**src/rtl/rf_pkg.sv**
```systemverilog
// Shared register-file types and constants for the write-port arbiter slice.
// No logic lives here.
package rf_pkg;

  localparam int RF_AW = 5;
  localparam int RF_DW = 32;
  localparam logic [RF_AW-1:0] RF_ZERO_ADDR = 5'd0;

  typedef struct packed {
    logic [RF_AW-1:0] addr;
    logic [RF_DW-1:0] data;
  } wr_req_t;

endpackage

```
**src/rtl/rr_arbiter.sv**
```systemverilog
// Combinational round-robin picker: the first set request at or after i_ptr wins.
// Zero latency, no state; the caller owns the pointer and masks requests for back-pressure.
module rr_arbiter #(
  parameter int NREQ = 2,
  parameter int PW   = $clog2(NREQ)
) (
  input  logic [NREQ-1:0] i_req,
  input  logic [PW-1:0]   i_ptr,
  output logic [NREQ-1:0] o_gnt,
  output logic [PW-1:0]   o_idx
);

  logic [PW-1:0] w_cand;
  logic          w_found;

  always_comb begin
    o_gnt   = '0;
    o_idx   = '0;
    w_found = 1'b0;
    w_cand  = '0;
    for (int i = 0; i < NREQ; i++) begin
      w_cand = PW'((int'(i_ptr) + i) % NREQ);
      if (!w_found && i_req[w_cand]) begin
        o_gnt[w_cand] = 1'b1;
        o_idx         = w_cand;
        w_found       = 1'b1;
      end
    end
  end

endmodule

```
**src/rtl/rf_wr_arbiter.sv**
```systemverilog
// Round-robin share of the single RF write port; accept at edge N, RF written at edge N+1.
// i_hold blocks new grants while the staged write still drains; the RF never back-pressures.
module rf_wr_arbiter
  import rf_pkg::*;
#(
  parameter int NREQ = 2
) (
  input  logic                  i_clk,
  input  logic                  i_rst,
  input  logic [NREQ-1:0]       i_req_valid,
  output logic [NREQ-1:0]       o_req_ready,
  input  logic [RF_AW*NREQ-1:0] i_req_addr,
  input  logic [RF_DW*NREQ-1:0] i_req_data,
  input  logic                  i_hold,
  output logic                  o_rd_wen,
  output logic [RF_AW-1:0]      o_rd_waddr,
  output logic [RF_DW-1:0]      o_rd_wdata,
  input  logic [RF_AW-1:0]      i_rs1_raddr,
  input  logic [RF_AW-1:0]      i_rs2_raddr,
  output logic                  o_rs1_pend,
  output logic                  o_rs2_pend,
  output logic                  o_busy
);

  localparam int PW = $clog2(NREQ);

  logic [NREQ-1:0]  w_elig;
  logic [NREQ-1:0]  w_gnt;
  logic [PW-1:0]    w_idx;
  logic             w_xfer;
  wr_req_t          w_sel;

  logic [PW-1:0]    r_ptr;
  logic             r_wen;
  logic [RF_AW-1:0] r_waddr;
  logic [RF_DW-1:0] r_wdata;

  assign w_elig = i_req_valid & {NREQ{!i_hold}};

  rr_arbiter #(
    .NREQ (NREQ),
    .PW   (PW)
  ) u_rr_arbiter (
    .i_req (w_elig),
    .i_ptr (r_ptr),
    .o_gnt (w_gnt),
    .o_idx (w_idx)
  );

  // Grants are only ever issued to valid requesters, so any grant is a transfer.
  assign w_xfer      = |w_gnt;
  assign o_req_ready = w_gnt;

  always_comb begin
    w_sel = '0;
    for (int k = 0; k < NREQ; k++) begin
      if (w_gnt[k]) begin
        w_sel.addr = i_req_addr[RF_AW*k +: RF_AW];
        w_sel.data = i_req_data[RF_DW*k +: RF_DW];
      end
    end
  end

  always_ff @(posedge i_clk) begin
    if (i_rst) begin
      r_ptr   <= '0;
      r_wen   <= 1'b0;
      r_waddr <= '0;
      r_wdata <= '0;
    end else if (w_xfer) begin
      r_ptr   <= (w_idx == PW'(NREQ-1)) ? '0 : w_idx + PW'(1);
      // x0 writes complete the handshake but never reach the RF.
      r_wen   <= (w_sel.addr != RF_ZERO_ADDR);
      r_waddr <= w_sel.addr;
      r_wdata <= w_sel.data;
    end else begin
      r_wen   <= 1'b0;
    end
  end

  assign o_rd_wen   = r_wen;
  assign o_rd_waddr = r_waddr;
  assign o_rd_wdata = r_wdata;
  assign o_busy     = r_wen;

  assign o_rs1_pend = r_wen && (i_rs1_raddr == r_waddr) && (i_rs1_raddr != RF_ZERO_ADDR);
  assign o_rs2_pend = r_wen && (i_rs2_raddr == r_waddr) && (i_rs2_raddr != RF_ZERO_ADDR);

endmodule

```
**config.mk**
```make
export PLATFORM = sky130hd
export DESIGN_NAME = rf_wr_arbiter
export DESIGN_NICKNAME = d
export VERILOG_FILES = /design/src/rtl/rf_pkg.sv /design/src/rtl/rr_arbiter.sv /design/src/rtl/rf_wr_arbiter.sv
export SDC_FILE = /design/constraint.sdc
export NUM_CORES = 1
export LEC_CHECK = 0
export ABC_AREA = 1
export CORE_MARGIN = 2
export CORE_UTILIZATION = 37
export CTS_BUF_LIST = sky130_fd_sc_hd__clkbuf_16
export DETAILED_ROUTE_END_ITERATION = 10
export MAX_ROUTING_LAYER = met4
export PLACE_DENSITY_LB_ADDON = 0.2
export SYNTH_ARGS = -nofsm -noshare
export SYNTH_HDL_FRONTEND = slang
export SYNTH_SLANG_ARGS = --single-unit
export TNS_END_PERCENT = 1
```
**constraint.sdc**
```tcl
create_clock -name i_clk -period 1.7 [get_ports i_clk]
set_clock_uncertainty 0.2 [all_clocks]
set_input_delay 0.51 -clock i_clk [delete_from_list [all_inputs] [get_ports i_clk]]
set_output_delay 0.51 -clock i_clk [all_outputs]
set_load 0.005 [all_outputs]
```
==> results.cfg <==
[timing]
rsz0062_at_grt = yes
timing.fmax_mhz = 513.1
max_slew_margin_pct = 78.03
tightest_slew_ns = 0.3295
hold_viol = 0
setup_viol = 4
final-max-slew-violation-count = 0
period_share_pct = 114.6
layout_setup_ws_ns = -0.2488
fin_crit_ns = 1.949
final.setup.tns_ns = -0.5805

[synthesis]
synth.area.top_cells = dfxtp_1, nand2_1, nand3_1
synth_top_area_cell = dfxtp_1
ys_seq_area_share_pct = 36.09
synth_nets = 389
ys_ff_latch = 39
yosysUniqueCellTypes = 26
synth_top_area_share_pct = 36.09
avgSynthCellArea_sq_um = 7.211
synthCells = 300
syn_area_sq_um = 2163
yosys_warnings = 0

[global_routing]
grt_max_degree = 33
antenna_found_initial = 0
grt_pass1_vias = 2395
grt_overflow = 0
grt_usage_pct = 21.00
grt_pass1_wl_mm = 10.39

[setup_path]
path_buf_inv = 1
crit_top_cell = nor2_1
crit_slowest_cell = dfxtp_2
worst-setup-path-type = reg2out
cp_max_fo = 4
cp-start-kind = flop
crit_arrival_ns = 1.24
cpLargestDelayFamily = flip-flops
max_stage_delay_ns = 0.35
path_cells = xor2_1, nor2_1, o2111ai_2, nor2_1, buf_2
crit_path_end_kind = output pin
cp.required_ns = 0.99

[floorplan]
dieHeight_microns = 80.47
rows = 27
dieWidth_microns = 80.47
core_area_sq_um = 5574
die_area_sq_um = 6475
boundaryPins = 132
initial_core_util_pct = 38.81

[detailed_routing]
drt_iter0_markers = 59
dr.pass1.iters = 4
route.detailed.drc = 0
wl_per_cell_microns = 12.22
drt_wl_total_mm = 6.389
vias = 2452
ant_nets = 0
via_per_inst = 4.688

[placement]
gp_congestion = 0.7651
hpwlAfterDp_mm = 4.708
placed_area_sq_um = 3701
io_buffers = 131

[cells_and_area]
drive_gt1_share_pct = 20.62
layout_common_cells = nand2_1, clkdlybuf4s50_1, inv_1, nand3_1, dlygate4sd2_1
nFillCells = 517
final_area_sq_um = 3839
multi_input_area_sq_um = 1094
insertedDiodeCount = 0
utilization_pct = 68.87
synthToLayoutAreaGrowth_pct = 77.44
regArea_sq_um = 790.8
nets = 539

[worst_hold_path]
hp-class = reg2reg

[clock_network]
cts.sinks = 39
cts_hold_buf = 0
root_buffer = clkbuf_16
cts-htree-levels = 2
cts_tree = built
clock_path_buffers = 2
cts_inserted_buffers = 5
insertion_delay_ns = 0.28
clk_pin_slew_worst_paths_ns = 0.06

[pwr]
p_leak_nw = 1.921
power_density_nw_per_um2 = 695.3
ir_drop_v = 0.0003982

[outcome]
violations = setup timing
status = finished, violations left

[run]
maxCapViolations = 0
-- cells in the mapped netlist, drive strengths merged --
library cell	instances
nand4	2
dfxtp	39
o2111ai	2
a21oi	3
nor2	11
buf	16
nor3	1
inv	54
clkinv	1
o211ai	33
or2	2
xnor2	3
nand3	43
nand2	79
xor2	1
o21ai	8
clkbuf	2
-- path summary, 6_finish.rpt --
path	start	end	slack [ns]	cells after the start
worst max-delay path	o_rd_waddr[1]	o_rs2_pend	-0.25	5
worst min-delay path	o_rd_wdata[25]	o_rd_wdata[25]	0.29	2
worst max register to register	flop	o_rd_wdata[5]	0.07	9
worst min register to register	o_rd_wdata[25]	o_rd_wdata[25]	0.29	2
-- where the power goes --
part / total [mW] / switching, mW / leakage, nW / internal, mW
Clock: 0.900 / 0.367 / 0.0649 / 0.533
Sequential: 1.03 / 0.0427 / 0.324 / 0.992
Combinational: 0.735 / 0.302 / 1.53 / 0.432
Total: 2.67 / 0.712 / 1.92 / 1.96
-- flip-flops by register name, indices dropped and copies added, names as in the netlist, named ones only --
signal and flops:
o_busy 1, o_rd_waddr 5, o_rd_wdata 32
-- per-layer routing --
metal,global-route usage [%],vias to the layer above,wire length [microns]
met1,24.05,1078,2641
met5,-,-,0
met4,7.458,0,115
met3,4.494,11,523
li1,-,1271,-
met2,36.25,92,3109
-- what timing repair did --
action,4_1_cts,5_1_grt
setup buffers,1,0
gates resized for setup,110,12
setup endpoints to repair,81,40
pin swaps,15,1
-- worst min-delay path: cells and delay by family (launching register included) --
family | cells | cell delay [ns]
compound gates | 1 | 0.09
buf+inv | 1 | 0.05
flops | 1 | 0.32
-- stage by stage --
stage	worst slack, ns	hold slack, ns	instances	power [mW]
finish	-0.2488	0.2895	523	2.669
global route	-0.3088	0.3135	523	2.809
CTS	-0.2229	0.2949	523	2.677
detailed placement	-0.9398	0.2806	514	1.824
global placement	-0.8970	0.2746	514	1.811
floorplan	-0.003170	0.2751	300	1.360
-- cell families after synthesis --
kind of cell           Yosys count  share of synthesized area (%)
AO/OA/AOI/OAI                   46                          17.12
XOR/XNOR                         4                          1.620
buffers and inverters           73                          15.79
flip-flops                      39                          36.09
AND/OR/NAND/NOR                138                          29.38
-- layout make-up --
class                   count  area share, %
flip-flops and latches     39          20.60
clock inverters             3         0.3911
inverters                  55          5.476
repair buffers            161          39.44
multi-input cells         188          28.49
clock buffers               5          3.259
well taps                  72          2.347
No activity file was read; power rests on OpenSTA's default activity.
